[src/rtl/noise_filter_ctrl.sv]
// Noise-filter controller: per-channel 2-FF synchronizer, shared prescaler tick,
// stability-count filter and edge interrupt flags. Optional BYPASS port under NFC_BYPASS_EN.
module noise_filter_ctrl #(
    parameter int NCH  = 4,
    parameter int PS_W = 8,
    parameter int FL_W = 4
) (
    input  logic              CLK,
    input  logic              RST,
    input  logic              EN,
    input  logic [PS_W-1:0]   PRESCALE,
    input  logic [FL_W-1:0]   FLT_LEN,
    input  logic [2*NCH-1:0]  EDGE_SEL,
    input  logic [NCH-1:0]    H_IN,
    input  logic [NCH-1:0]    IRQ_ACK,
`ifdef NFC_BYPASS_EN
    input  logic [NCH-1:0]    BYPASS,
`endif
    output logic [NCH-1:0]    N_OUT,
    output logic [NCH-1:0]    IRQ_PEND,
    output logic              IRQ,
    output logic              TICK
);

    typedef enum logic {
        CH_STABLE = 1'b0,
        CH_COUNT  = 1'b1
    } ch_state_e;

    ch_state_e       state_q [NCH];
    ch_state_e       state_d [NCH];
    logic [FL_W-1:0] cnt_q   [NCH];
    logic [FL_W-1:0] cnt_d   [NCH];

    logic [NCH-1:0]  sync1;
    logic [NCH-1:0]  sync2;
    logic [NCH-1:0]  bypass;
    logic [NCH-1:0]  differ;
    logic [NCH-1:0]  reach;
    logic [NCH-1:0]  nout_d;
    logic [NCH-1:0]  pend_d;
    logic [NCH-1:0]  irq_set;
    logic [PS_W-1:0] ps_cnt;
    logic            tick;
    logic [FL_W:0]   eff_len;

`ifdef NFC_BYPASS_EN
    assign bypass = BYPASS;
`else
    assign bypass = '0;
`endif

    // A programmed length of zero behaves like a length of one.
    assign eff_len = (FLT_LEN == '0) ? (FL_W+1)'(1) : {1'b0, FLT_LEN};
    assign TICK    = tick;
    assign IRQ     = |IRQ_PEND;

    always_ff @(posedge CLK) begin
        if (RST) begin
            sync1 <= '0;
            sync2 <= '0;
        end else begin
            sync1 <= H_IN;
            sync2 <= sync1;
        end
    end

    // The >= compare makes a PRESCALE lowered below the running count wrap at once.
    always_ff @(posedge CLK) begin
        if (RST || !EN) begin
            ps_cnt <= '0;
            tick   <= 1'b0;
        end else if (ps_cnt >= PRESCALE) begin
            ps_cnt <= '0;
            tick   <= 1'b1;
        end else begin
            ps_cnt <= ps_cnt + PS_W'(1);
            tick   <= 1'b0;
        end
    end

    always_comb begin
        differ = '0;
        reach  = '0;
        for (int i = 0; i < NCH; i++) begin
            differ[i] = (sync2[i] != N_OUT[i]);
            reach[i]  = (({1'b0, cnt_q[i]} + (FL_W+1)'(1)) >= eff_len);
        end
    end

    always_ff @(posedge CLK) begin
        if (RST) begin
            N_OUT    <= '0;
            IRQ_PEND <= '0;
            for (int i = 0; i < NCH; i++) begin
                state_q[i] <= CH_STABLE;
                cnt_q[i]   <= '0;
            end
        end else begin
            N_OUT    <= nout_d;
            IRQ_PEND <= pend_d;
            for (int i = 0; i < NCH; i++) begin
                state_q[i] <= state_d[i];
                cnt_q[i]   <= cnt_d[i];
            end
        end
    end

    always_comb begin
        for (int i = 0; i < NCH; i++) begin
            state_d[i] = state_q[i];
            if (bypass[i] || !EN) begin
                state_d[i] = CH_STABLE;
            end else if (tick) begin
                case (state_q[i])
                    CH_STABLE: if (differ[i] && !reach[i]) state_d[i] = CH_COUNT;
                    CH_COUNT:  if (!differ[i] || reach[i]) state_d[i] = CH_STABLE;
                    default:   state_d[i] = CH_STABLE;
                endcase
            end
        end
    end

    // In STABLE the count is zero, so one shared rule covers both states.
    always_comb begin
        nout_d  = N_OUT;
        pend_d  = IRQ_PEND;
        irq_set = '0;
        for (int i = 0; i < NCH; i++) begin
            cnt_d[i] = cnt_q[i];
            if (bypass[i]) begin
                cnt_d[i]  = '0;
                nout_d[i] = sync1[i];
            end else if (!EN) begin
                cnt_d[i] = '0;
            end else if (tick) begin
                if (!differ[i]) begin
                    cnt_d[i] = '0;
                end else if (reach[i]) begin
                    cnt_d[i]  = '0;
                    nout_d[i] = sync2[i];
                end else if (cnt_q[i] != '1) begin
                    cnt_d[i] = cnt_q[i] + FL_W'(1);
                end
            end
            irq_set[i] = (nout_d[i] & ~N_OUT[i] & EDGE_SEL[2*i]) |
                         (~nout_d[i] & N_OUT[i] & EDGE_SEL[2*i+1]);
            pend_d[i]  = irq_set[i] | (IRQ_PEND[i] & ~IRQ_ACK[i]);
        end
    end

endmodule

[config.mk]
export PLATFORM = sky130hd
export DESIGN_NAME = noise_filter_ctrl
export DESIGN_NICKNAME = d
export VERILOG_FILES = /design/src/rtl/noise_filter_ctrl.sv
export SDC_FILE = /design/constraint.sdc
export NUM_CORES = 1
export LEC_CHECK = 0
export CAP_MARGIN = 20
export CORE_ASPECT_RATIO = 0.75
export CORE_MARGIN = 8
export CORE_UTILIZATION = 53
export DETAILED_ROUTE_END_ITERATION = 7
export PLACE_DENSITY = 0.8
export SYNTH_ARGS = -nofsm -noshare
export SYNTH_HDL_FRONTEND = slang
export SYNTH_SLANG_ARGS = --single-unit
export TNS_END_PERCENT = 30
[constraint.sdc]
create_clock -name CLK -period 2.39 [get_ports CLK]
set_input_delay 0.478 -clock CLK [delete_from_list [all_inputs] [get_ports CLK]]
set_output_delay 0.478 -clock CLK [all_outputs]
set_load 0.03 [all_outputs]
==> summary.md, run 1 <==
| Metric | Value |
|---|---|
| Post-synth top area cell | dfxtp_1 |
| Reg2reg start | cnt_q[3][0] |
| Mapped Cells | between 200 and 300 |
| Synth Warn # | 0 |
| Final number of setup-violating endpoints | 1 |
| Fin crit period | around 2.4 ns |
| R2r endpoint | cnt_q[3][2] |
| F_max | about 0.42 GHz |
| CTS Hold Bufs | 0 |
| Post-route setup slack | -0.003180 ns |
| Pwr dens | 419.1 mW/mm^2 |
| Remaining Overflow, GRT | 0 |
| Slew @ Worst Pin | around 0.64 ns |
| Max-slew violations | 0 |
| Synth Area in Simple Gates | 0.1966 |
| Critical path class | primary input to flip-flop |
| Final #Nets | approximately 390 |
| Top cell type's share of synthesized area | 0.3342 |
| CP cell instances | clkdlybuf4s50_1 > inv_1 > a31o_2 > ha_1 > nand2b_1 > a211oi_2 > o21a_2 > nand2b_1 > a311oi_2 |
| Commonest non-fill, non-tap cell in the layout | dfxtp_1 |
| Type of destination of the critical path | flip-flop |
| Static leakage | about 1.3 nW |
| Fraction of the mapped netlist area in compound gates | 0.2134 |
| Post-synthesis sequential area ratio | 0.3342 |
| Status | complete, but fails checks |
| H-tree Lvls | 2 |
| Routed Antenna Nets | 0 |
| Max rail drop VDD | slightly below 0.4 mV |
| DRT Wirelength | 5.811 mm |
| Final Wtd Congestion | roughly 0.87 |
| Number of max-cap violations | 0 |
| DRT Pass-1 Iters | 4 |
| Crit start category | primary input |
| Clock net sink count | 41 |
| CP startpoint | FLT_LEN[3] |
| Via count | 2117 |
| RSZ-0062 raised after global routing | true |
| Asr flop ratio synth | 0 |
| Post-synthesis xor/xnor area fraction | 0.05706 |
| Critical Path RT | between 2 and 3 ns |
| Pin count of the biggest net entering global routing | 20 |
| First-pass GRT wire length | 9.446 mm |
| HPWL after DPL | 4.483 mm |
| Synth cell types | 56 |
| Setup_tns | -0.003180 ns |
| Int Pwr | slightly below 1 mW |
| Core Area | 0.004467 mm^2 |
| Worst-path clk slew | ~0.070 ns |
| # IOs | approximately 40 |
| Synth top area cells | dfxtp_1, ha_1, inv_1 |
| Switching pwr | 0.3254 mW |
| Hold WC Path Type | flip-flop to flip-flop |
| Relative slew slack | 0.5718 |
| Initial core utilization | 0.5499 |
| Period utilization | 1.001 |
| Multiplexer share of the synthesized area | 0.008151 |
| Kind of cell adding the most delay to the critical path | compound AO/OA/AOI/OAI gates |
| Area grow syn2layout | 26.90% |
| Die extent in y | about 75 um |
| Clk buf depth | 2 |
| Mapped Nets | approximately 330 |
| CTS tree | yes |
| Critical path's largest stage delay | around 0.50 ns |
| Critical path's slowest cell | clkdlybuf4s50_1 |
| Initial antenna violation count | 0 |
| DRC | 0 |
| Post-detailed-route wirelength per cell | approximately 15 um |
| Mapped Area | around 0.0025 mm^2 |
| Stages on worst setup path | 9 |
| Combinational family with the most area after synthesis | compound AO/OA/AOI/OAI gates |
| Post-synth EDFFs | 0 |
| Rows | 21 |
| Syn_area_per_cell | 8.964 um^2 |
| Vias in the first global route | roughly 2000 |
| Clock power frac | 0.354 |
| Most frequent cells in the layout | dfxtp_1, clkdlybuf4s50_1, inv_1, ha_1, a21oi_1 |
| Ant diodes | 0 |
| Violated checks | setup timing |
| Post-Synth Adder-Cell Area | 0.1416 |
| Clock Skews | 0.009473 ns |
| Hold Vio Cnt, Final | 0 |
| CP bufs+invs | 2 |
| Clk_lat worst skew | ~0.30 ns |
| Drt via density | about 5.5 |
| CP Data Arrival Time | about 2.6 ns |
| Flip-flop and latch count after synthesis | between 40 and 50 |
| R2r setup slk | 0.40 ns |
| Die area | between 0.007 and 0.008 mm^2 |
| Comb pwr share | 0.113 |
| Overall Global Routing Usage | 0.1681 |
| Root Buffer | clkbuf_8 |
| Switching Fraction | 0.2491 |
| Final core occ | 0.6978 |
| Die X-Extent | 94.61 um |
| Fillers | 360 |
| CTS buffer count | 5 |
| Seq pwr share | 0.533 |
| Share of cells above drive strength 1 | 0.1273 |
| CP most frequent cell | nand2b_1 |
| Dominant synthesized flop cell | dfxtp_1 |
| Register-to-Register Path Depth | 7 |
| Crit Path Max Fanout | 4 |
| Quantity of I/O buffers inserted on ports | 40 |
| Initial DRC count | 69 |
| Critical Path Sink | cnt_q[3][2] |
==> registers in the layout, indices dropped and copies added (netlist names) <==
signal and flops:
cnt_q 16, ps_cnt 8, IRQ_PEND 4, N_OUT 4
sync1 4, sync2 4, TICK 1
==> worst min-delay path by stage <==
stage	to	from	slack (ns)	cells after the start
6_report	sync2[0]	sync1[0]	0.44	1
3_3_place_gp	sync2[1]	sync1[1]	0.42	1
5_1_grt	sync2[1]	sync1[1]	0.46	1
3_5_place_dp	sync2[0]	sync1[0]	0.43	1
4_1_cts	sync2[0]	sync1[0]	0.45	1
2_1_floorplan	sync2[0]	sync1[0]	0.41	1
==> layer usage <==
metal | vias up | track usage | wire length (um)
met3 | 9 | 0.05578 | 327
met2 | 48 | 0.2562 | 2554
met5 | - | 0 | 0
met4 | 0 | 0.04483 | 79
met1 | 979 | 0.2221 | 2849
li1 | 1081 | - | -
==> cell usage after synthesis, drive strengths merged (2+ instances only) <==
master and n:
nor2 15, inv 26, maj3 2, o211ai 6
nor2b 11, a211oi 2, xor2 9, o22ai 2
a2111oi 3, xnor2 7, mux2i 2, dfxtp 41
or3 3, nand2 17, nand2b 13, a31oi 4
and3 5, a31o 2, ha 26, nand3 13
buf 2, a21o 5, and2 2, nand3b 3
a21oi 20, a22oi 2, clkbuf 3, o21ai 13
==> kinds of logic after synthesis <==
kind of cell	after synthesis
AO/OA/AOI/OAI	69
AND/OR/NAND/NOR	87
adder cells (fa/ha/maj)	28
buffers and inverters	31
multiplexers	2
flip-flops	41
XOR/XNOR	16
==> cell type report <==
class / instances / area (um^2) / area share
timing repair buffer: 53 / 498.0 / 0.1598
inverter: 26 / 97.59 / 0.03131
multi-input combinational: 202 / 1541 / 0.4946
tap: 57 / 71.32 / 0.02288
clock inverter: 2 / 15.01 / 0.004817
sequential: 41 / 820.8 / 0.2633
clock buffer: 6 / 72.57 / 0.02328
==> repair_timing <==
action | in CTS | in global routing
gates resized for setup | 1 | 4
gates cloned | 0 | 0
setup endpoints to repair | 2 | 9
pin swaps | 0 | 3
endpoints found under the hold margin | 0 | 0
setup buffers | 0 | 0
==> power by group through the flow <==
| stage | logic [mW] | clock network [mW] | registers [mW] |
|---|---|---|---|
| 2_1_floorplan | 0.0675 | 0 | 0.711 |
| 5_1_grt | 0.161 | 0.507 | 0.697 |
| 3_3_place_gp | 0.140 | 0 | 0.712 |
| 4_1_cts | 0.145 | 0.467 | 0.696 |
| 3_5_place_dp | 0.144 | 0 | 0.712 |
| 6_report | 0.148 | 0.462 | 0.696 |
==> per-stage QoR <==
step	cells	setup slack (ns)	hold WS [ns]	power (mW)	instance area, um^2
2_1_floorplan	274	0.1465	0.4138	0.7783	2456
3_3_place_gp	379	-0.2622	0.4153	0.8518	3003
3_5_place_dp	379	-0.3062	0.4290	0.8563	3003
4_1_cts	387	0.02571	0.4464	1.309	3095
5_1_grt	387	-0.05650	0.4635	1.366	3117
6_report	387	-0.003180	0.4433	1.306	3117
Note: power is estimated with default switching activity, not from simulation.
==> run 2: changes to the inputs <==
Settings changed: SLEW_MARGIN from default to 10.
==> results of run 2 <==
The final DEF is identical to that of run 1; final timing and power are the same.
